==> src/rtl/imm_extend.sv <==
// Immediate extender: builds the sign-extended XLEN immediate for a given
// immediate class from the instruction's upper bits.
`timescale 1ns/1ps

module imm_extend #(
   parameter int unsigned XLEN = 64
) (
   input  logic [31:7]     instr,
   input  logic [2:0]      immsrc,
   output logic [XLEN-1:0] imm
);

   localparam logic [2:0] SRC_I  = 3'd0;
   localparam logic [2:0] SRC_S  = 3'd1;
   localparam logic [2:0] SRC_B  = 3'd2;
   localparam logic [2:0] SRC_U  = 3'd3;
   localparam logic [2:0] SRC_J  = 3'd4;
   localparam logic [2:0] SRC_SH = 3'd5;

   logic signed [11:0] imm_i;
   logic signed [11:0] imm_s;
   logic signed [12:0] imm_b;
   logic signed [31:0] imm_u;
   logic signed [20:0] imm_j;

   assign imm_i = instr[31:20];
   assign imm_s = {instr[31:25], instr[11:7]};
   assign imm_b = {instr[31], instr[7], instr[30:25], instr[11:8], 1'b0};
   assign imm_u = {instr[31:12], 12'b0};
   assign imm_j = {instr[31], instr[19:12], instr[20], instr[30:21], 1'b0};

   // Select and sign-extend the immediate for the requested class
   always_comb begin
      imm = XLEN'(imm_i);
      case (immsrc)
         SRC_I, SRC_SH: imm = XLEN'(imm_i);
         SRC_S:         imm = XLEN'(imm_s);
         SRC_B:         imm = XLEN'(imm_b);
         SRC_U:         imm = XLEN'(imm_u);
         SRC_J:         imm = XLEN'(imm_j);
         default:       imm = XLEN'(imm_i);
      endcase
   end

endmodule

==> src/rtl/decode_imm_sequencer.sv <==
// Decode front end: classifies fetched opcodes into an immediate class,
// extends the immediate, and holds up to two instructions in a skid buffer
// so ReadyF is a flop. Optional counters enabled by DECODE_PERF_CNT_EN.
// XLEN must be 32 or 64.
`timescale 1ns/1ps

module decode_imm_sequencer #(
   parameter int unsigned XLEN      = 64,
   parameter int unsigned WORD_SIZE = 32
) (
   input  logic                 clk,
   input  logic                 reset,
   input  logic [WORD_SIZE-1:0] InstrF,
   input  logic                 ValidF,
   output logic                 ReadyF,
   input  logic                 FlushD,
   output logic [WORD_SIZE-1:0] InstrD,
   output logic [2:0]           ImmSrcD,
   output logic [XLEN-1:0]      ImmD,
   output logic                 ImmUsedD,
   output logic                 IllegalD,
   output logic                 ValidD,
   input  logic                 ReadyE
`ifdef DECODE_PERF_CNT_EN
   ,
   output logic [31:0]          AcceptCnt,
   output logic [31:0]          StallCnt
`endif
);

   localparam logic [2:0] SRC_I  = 3'd0;
   localparam logic [2:0] SRC_S  = 3'd1;
   localparam logic [2:0] SRC_B  = 3'd2;
   localparam logic [2:0] SRC_U  = 3'd3;
   localparam logic [2:0] SRC_J  = 3'd4;
   localparam logic [2:0] SRC_SH = 3'd5;

   localparam int unsigned SHW = $clog2(XLEN);
   localparam logic [XLEN-1:0] SHAMT_MASK   = XLEN'((64'd1 << SHW) - 64'd1);
   localparam logic [XLEN-1:0] SHAMT_MASK_W = XLEN'(32'h1F);

   typedef enum logic [1:0] {EMPTY, ONE, FULL} state_t;

   typedef struct packed {
      logic [WORD_SIZE-1:0] instr;
      logic [2:0]           src;
      logic [XLEN-1:0]      imm;
      logic                 used;
      logic                 illegal;
   } entry_t;

   state_t          state;
   entry_t          head;
   entry_t          skid;
   entry_t          in_entry;
   logic [2:0]      cls_src;
   logic            cls_used;
   logic            cls_illegal;
   logic            cls_shw;
   logic [XLEN-1:0] ext_imm;
   logic            accept;
   logic            retire;

   assign accept = ValidF & ReadyF;
   assign retire = ValidD & ReadyE;

   // Opcode classification of the incoming instruction
   always_comb begin
      cls_src     = SRC_I;
      cls_used    = 1'b0;
      cls_illegal = 1'b0;
      cls_shw     = 1'b0;
      case (InstrF[6:0])
         7'b0010011: begin
            cls_used = 1'b1;
            if (InstrF[13:12] == 2'b01) cls_src = SRC_SH;
         end
         7'b0011011: begin
            cls_used = 1'b1;
            cls_shw  = 1'b1;
            if (InstrF[13:12] == 2'b01) cls_src = SRC_SH;
         end
         7'b0000011, 7'b1100111, 7'b1110011, 7'b0001111: cls_used = 1'b1;
         7'b0100011: begin cls_used = 1'b1; cls_src = SRC_S; end
         7'b0110111, 7'b0010111: begin cls_used = 1'b1; cls_src = SRC_U; end
         7'b1101111: begin cls_used = 1'b1; cls_src = SRC_J; end
         7'b1100011: begin cls_used = 1'b1; cls_src = SRC_B; end
         7'b0110011, 7'b0111011: cls_used = 1'b0;
         default: cls_illegal = 1'b1;
      endcase
   end

   imm_extend #(.XLEN(XLEN)) u_ext (
      .instr  (InstrF[31:7]),
      .immsrc (cls_src),
      .imm    (ext_imm)
   );

   // Assemble the entry to be registered; shift amounts keep only the shamt field
   always_comb begin
      in_entry.instr   = InstrF;
      in_entry.src     = cls_src;
      in_entry.used    = cls_used;
      in_entry.illegal = cls_illegal;
      in_entry.imm     = '0;
      if (cls_used) begin
         if (cls_src == SRC_SH)
            in_entry.imm = ext_imm & (cls_shw ? SHAMT_MASK_W : SHAMT_MASK);
         else
            in_entry.imm = ext_imm;
      end
   end

   // Skid-buffer sequencer: head is the output register, skid the second entry
   always_ff @(posedge clk or negedge reset) begin
      if (!reset) begin
         state  <= EMPTY;
         head   <= '0;
         skid   <= '0;
         ValidD <= 1'b0;
         ReadyF <= 1'b1;
      end else if (FlushD) begin
         state  <= EMPTY;
         ValidD <= 1'b0;
         ReadyF <= 1'b1;
      end else begin
         case (state)
            EMPTY: begin
               if (accept) begin
                  head   <= in_entry;
                  ValidD <= 1'b1;
                  state  <= ONE;
               end
            end
            ONE: begin
               if (accept && retire) begin
                  head <= in_entry;
               end else if (accept) begin
                  skid   <= in_entry;
                  state  <= FULL;
                  ReadyF <= 1'b0;
               end else if (retire) begin
                  ValidD <= 1'b0;
                  state  <= EMPTY;
               end
            end
            FULL: begin
               if (retire) begin
                  head   <= skid;
                  state  <= ONE;
                  ReadyF <= 1'b1;
               end
            end
            default: begin
               state  <= EMPTY;
               ValidD <= 1'b0;
               ReadyF <= 1'b1;
            end
         endcase
      end
   end

   assign InstrD   = head.instr;
   assign ImmSrcD  = head.src;
   assign ImmD     = head.imm;
   assign ImmUsedD = head.used;
   assign IllegalD = head.illegal;

`ifdef DECODE_PERF_CNT_EN
   // Saturating accept and stall counters; unaffected by flush
   always_ff @(posedge clk or negedge reset) begin
      if (!reset) begin
         AcceptCnt <= '0;
         StallCnt  <= '0;
      end else begin
         if (accept && (AcceptCnt != 32'hFFFF_FFFF))
            AcceptCnt <= AcceptCnt + 32'd1;
         if (ValidF && !ReadyF && (StallCnt != 32'hFFFF_FFFF))
            StallCnt <= StallCnt + 32'd1;
      end
   end
`endif

endmodule

==> config.mk <==
export PLATFORM = sky130hd
export DESIGN_NAME = decode_imm_sequencer
export DESIGN_NICKNAME = d
export VERILOG_FILES = /design/src/rtl/imm_extend.sv /design/src/rtl/decode_imm_sequencer.sv
export SDC_FILE = /design/constraint.sdc
export NUM_CORES = 1
export LEC_CHECK = 0
export BUFFER_PORTS_ARGS = -buffer_cell sky130_fd_sc_hd__buf_2
export CORE_MARGIN = 2
export CORE_UTILIZATION = 56
export DETAILED_ROUTE_END_ITERATION = 6
export GPL_TIMING_DRIVEN = 0
export PLACE_DENSITY = 0.85
export SLEW_MARGIN = 20
export SYNTH_ARGS = -nofsm -noshare
export SYNTH_HDL_FRONTEND = slang
export SYNTH_SLANG_ARGS = --single-unit
==> constraint.sdc <==
create_clock -name clk -period 2.49 [get_ports clk]
set_clock_uncertainty 0.2 [all_clocks]
set_input_delay 0 -clock clk [delete_from_list [all_inputs] [get_ports clk]]
set_output_delay 0 -clock clk [all_outputs]
set_load 0.05 [all_outputs]
Yosys cells after proc, flatten, opt, wreduce, memory -nomap -nowiden
Index checks and enable logic that the tools add are counted.

Output and inout bits: 103. Logic and storage cells: 94. Flip-flop bits (word level): 206. Bits of input ports: 37.

Bitwise operators: 5. Reduce and logical (&&, ||, !) cells: 12. Multiplexer cells: 31. Eq/ne operators: 33.

Operator list (number): $mux 101 (3); $pmux 101 s3 (1); $mux 64 (2); $pmux 31 s4 (1); $and 64x6->64 (1); $eq 7x6->1 const B (4); $eq 7x7->1 const B (4); $eq 7x5->1 const B (3); $ne 3x3->1 const B (6); $pmux 3 s5 (1); $reduce_or 13->1 (1); $mux 1 (12); $mux 2 (6); $reduce_and 4->1 (3); $reduce_or 11->1 (1); $ne 2x2->1 const B (5); $reduce_and 5->1 (2); $eq 7x2->1 const B (1); $eq 7x4->1 const B (1); $eq 3x2->1 const B (2); $eq 3x3->1 const B (2); $mux 6 (1); $pmux 1 s3 (2); $pmux 2 s3 (1); 11 further kinds (15).

Depth between registers and ports, before layout
Depth after elaboration: 10. Mapped depth: 9. Mapped depth without buffers: 5.

Hierarchy
From an unflattened synthesis, not the netlist that was laid out.

Cell total of the unflattened synthesis: 1030. Area total of the unflattened synthesis: 10127.2 um2.

Modules (own cells, without submodules): decode_imm_sequencer (area each 9295.2 um2, sequential area each 5156.2 um2, instances 1, cells each 908); imm_extend (area each 832.0 um2, sequential area each 0.0 um2, instances 1, cells each 122).

Worst setup path before layout
Ideal clock, no wire load.

Path type: register to register. From: reg ReadyF. To: reg head (netlist bit ImmD[29]). Data required time: 2.161 ns. Setup time: 0.129 ns. Cell stages (with the launch flop): 8. Arrival time: 2.005 ns. Path slack: 0.156 ns. Path buffers: 2. Period minus slack after synthesis: 2.334 ns. Path through: dfstp_2 > nand4_1 > o211ai_2 > nor2b_1 > buf_2 > buf_2 > mux2i_1 > o31ai_2.

Longest elaborated chain between the ends: 4. Elaborated cells on any way between the ends: 5. Those cells by class: 2 x eq/ne; 1 x bitwise; 2 x reduce/logical.

Ends and longest elaborated chain: start, declared (RTL line decode_imm_sequencer.sv:15) `output logic ReadyF,`; start signal, assigned (RTL line decode_imm_sequencer.sv:121) `ReadyF <= 1'b1;`; start signal, assigned (RTL line decode_imm_sequencer.sv:125) `ReadyF <= 1'b1;`; start signal, assigned (RTL line decode_imm_sequencer.sv:141) `ReadyF <= 1'b0;`; $and 1x1->1 * (RTL line decode_imm_sequencer.sv:64) `assign accept = ValidF & ReadyF;`; $logic_and 1x1->1 (RTL line decode_imm_sequencer.sv:136) `if (accept && retire) begin`; $ne 2x2->1 (no line); $reduce_and 5->1 (no line) *; end signal, assigned (RTL line decode_imm_sequencer.sv:130) `head <= in_entry;`; end signal, assigned (RTL line decode_imm_sequencer.sv:137) `head <= in_entry;`; end signal, assigned (RTL line decode_imm_sequencer.sv:149) `head <= skid;`; end, declared (RTL line decode_imm_sequencer.sv:53) `entry_t head;`.

Every way passes the cells marked *; elsewhere a longest branch is shown, timed or not. A chain may end at the register's enable or synchronous reset.

Final worst setup path
From: reg ReadyF. To: reg skid[14] (netlist bit).

Longest elaborated chain between the ends: 4.

Ends and longest elaborated chain: $and 1x1->1 * (RTL line decode_imm_sequencer.sv:64); $logic_and 1x1->1 (RTL line decode_imm_sequencer.sv:136); $not 1->1 (no line); $reduce_and 4->1 (no line) *; end signal, assigned (RTL line decode_imm_sequencer.sv:139) `skid <= in_entry;`; end, declared (RTL line decode_imm_sequencer.sv:54) `entry_t skid;`.

Marks and branches as above.

==> flow_summary.json <==
{
  "outcome": "complete, no violations",
  "synth-edff-count": 0,
  "grt_pass1_wl_um": 34000,
  "setup_viol": 0,
  "vdd_drop_max_uv": 723,
  "cp_data_arrival_time_ns": 2.48,
  "antenna_found_initial": 0,
  "hold_path.class": "primary input to flop",
  "power_leakage_nw": 4.43,
  "antenna_cells": 0,
  "path_clk_slew_ns": 0.06,
  "drc": 0,
  "syn_avg_cell_area_um2": 9.01,
  "drive_above_1_share_pct": 27.3,
  "final_antenna_net_count": 0,
  "vias_per_cell": 5.90,
  "wire_per_inst_um": 18.1,
  "fmax_mhz": 420,
  "regToRegSetupSlack_ns": 0.11,
  "syn_nets": 835,
  "final-max-slew-violation-count": 0,
  "clk-insertion-delay-late_ns": 0.43,
  "vias": 6940,
  "area.growth.synth_to_final_pct": 26.9,
  "powerDensity_mw_per_mm2": 1060,
  "core.rowCount": 41,
  "tns_ns": 0,
  "root_buffer": "clkbuf_16",
  "synthCells": 798,
  "seq_area_frac_synth_pct": 49.4,
  "placed_cell_area_mm2": 0.00813,
  "tightest_slew_ns": 0.963,
  "timing.max_cap.violations": 0,
  "port_buffers": 137,
  "ys.flop_type": "dfrtp_1",
  "hold_viol": 0,
  "gp_congestion": 0.937,
  "ys_types": 59,
  "syn-cell-area_mm2": 0.00719,
  "grt_max_degree": 87,
  "wirelength_um": 21300,
  "io_pins": 140,
  "cts_tree": "yes",
  "grt_pass1_vias": 6391,
  "design_area_mm2": 0.00912,
  "setup.worst_path.end_class": "flop",
  "async_reset_ff_share_pct": 100,
  "drt_iter0_markers": 791,
  "path_class": "flop to flop",
  "rsz0062_at_grt": "false",
  "startpoint_type": "flop",
  "grt.overflow.total": 0,
  "synth-seq-cells": 142,
  "dp_hpwl_um": 14300,
  "nets": 1031,
  "clockBufferDepth": 2,
  "period_needed_ns": 2.38,
  "core_area_mm2": 0.0126,
  "die_y_um": 117,
  "drtPass1Iterations": 5,
  "dieArea_mm2": 0.0138,
  "yosysWarnings": 0,
  "max_slew_margin_pct": 35.8,
  "final_core_util_pct": 72.6,
  "fp.dieW_um": 117,
  "track_usage_pct": 31.4,
  "worstPathMaxFanout": 10,
  "cts-buffers-inserted": 17,
  "htreeDepth": 4,
  "worst_ep_required_time_ns": 2.59,
  "initial_core_util_pct": 57.2,
  "clkSinkCount": 142,
  "post-route-period-util_pct": 95.6
}
layout make-up:
cell class                 count  area (um^2)
clock inverter                 6         83.8
timing repair buffer         178         1120
tap                          172          215
clock buffer                  24          492
multi-input combinational    560         3060
sequential                   142         3550
inverter                       2         7.51
buffer                        93          589
fill                         893         3440
flip-flops by register name, indices dropped and copies added, names as in the netlist:
register / flops
skid: 69
ImmD: 32
InstrD: 32
ImmSrcD: 3
state: 2
IllegalD: 1
ImmUsedD: 1
ReadyF: 1
ValidD: 1
power breakdown:
group          switching (W)  internal, W  total, W
Sequential          0.000455      0.00305   0.00350
Clock               0.000947      0.00157   0.00251
Combinational        0.00267     0.000969   0.00363
Total                0.00407      0.00558   0.00965
final timing paths:
check / startpoint / to / cells after the start
setup / recovery: ReadyF / skid[14] / 7
hold / removal: InstrF[17] / skid[86] / 4
setup reg to reg: ReadyF / skid[14] / 7
hold reg to reg: skid[98] / skid[98] / 2
max in group asynchronous: reset / InstrD[19] / 4
min in group asynchronous: reset / InstrD[29] / 3
synth_stat cells, types with 9 or more instances:
| cell | n | area, um^2 |
|---|---|---|
| buf_4 | 35 | 263 |
| o31ai_1 | 19 | 143 |
| clkbuf_1 | 32 | 120 |
| o31ai_2 | 12 | 150 |
| buf_6 | 9 | 101 |
| nand3_1 | 16 | 80.1 |
| o21ai_1 | 18 | 90.1 |
| dfrtp_1 | 141 | 3530 |
| nor2_1 | 57 | 214 |
| a21oi_1 | 47 | 235 |
| nand2_1 | 234 | 878 |
| and2_1 | 14 | 87.6 |
| a31oi_1 | 35 | 219 |
| buf_2 | 16 | 80.1 |
| mux2i_1 | 12 | 120 |
layer usage:
layer,vias up,share of wire [%],wire length (um),track usage [%]
met5,-,0,0,0
met4,0,3.9,825,14.0
met3,74,9.2,1950,6.52
met2,416,47,10100,49.8
met1,3342,40,8450,42.1
li1,3108,-,-,-
logic make-up (layout without fill, tap and decap cells):
group | Yosys count | count (layout) | share of synthesized area, %
multiplexers | 12 | 12 | 1.67
AO/OA/AOI/OAI | 189 | 189 | 19.1
XOR/XNOR | 1 | 1 | 0.122
buffers and inverters | 96 | 303 | 8.21
AND/OR/NAND/NOR | 358 | 358 | 21.5
flip-flops | 142 | 142 | 49.4
through the flow:
stage	cells	power (W)	hold WS (ns)	worst slack (ns)
after floorplan	798	0.00612	-0.496	0.156
after global placement	1107	0.00697	0.0479	-0.729
after detailed placement	1108	0.00705	-0.245	-0.0546
after CTS	1178	0.00960	0.154	0.0189
after global routing	1177	0.0101	0.192	0.0276
final	1177	0.00965	0.173	0.109
layout by cell type (no fill, tap or decap), types with 3 or more instances in the layout:
master and n:
a21boi_0 8, o31ai_1 19, and2_1 14, clkbuf_2 8
nor2b_1 3, o31ai_2 12, nor2_1 57, nand3_1 16
mux2i_1 12, dlygate4sd3_1 39, a21oi_2 7, buf_4 36
nand4_1 6, buf_6 9, a31oi_1 35, clkbuf_1 25
clkbuf_8 4, o211ai_1 6, nor4b_2 3, o21ai_0 6
nand2b_1 4, clkinv_2 3, nand2_1 234, a22o_1 4
a211oi_1 3, clkbuf_16 17, dfrtp_1 141, o21ai_1 18
a21oi_1 47, buf_2 152, o32ai_1 8
timing repair:
| item | in CTS | in global routing |
|---|---|---|
| hold endpoints to repair | 270 | 0 |
| setup endpoints to repair | 17 | 74 |
| setup buffers | 1 | 0 |
| pin swaps | 1 | 0 |
| gates resized for setup | 3 | 16 |
| hold buffers | 39 | 0 |
critical path, stage by stage (launching register included):
cell and delay [ns]:
dfstp_2 0.58, and3b_1 0.20, nand2_1 0.11, or3_1 0.39
clkbuf_2 0.26, clkbuf_2 0.29, nand2_1 0.13, o31ai_1 0.08
No activity file was read; power rests on OpenSTA's default activity.
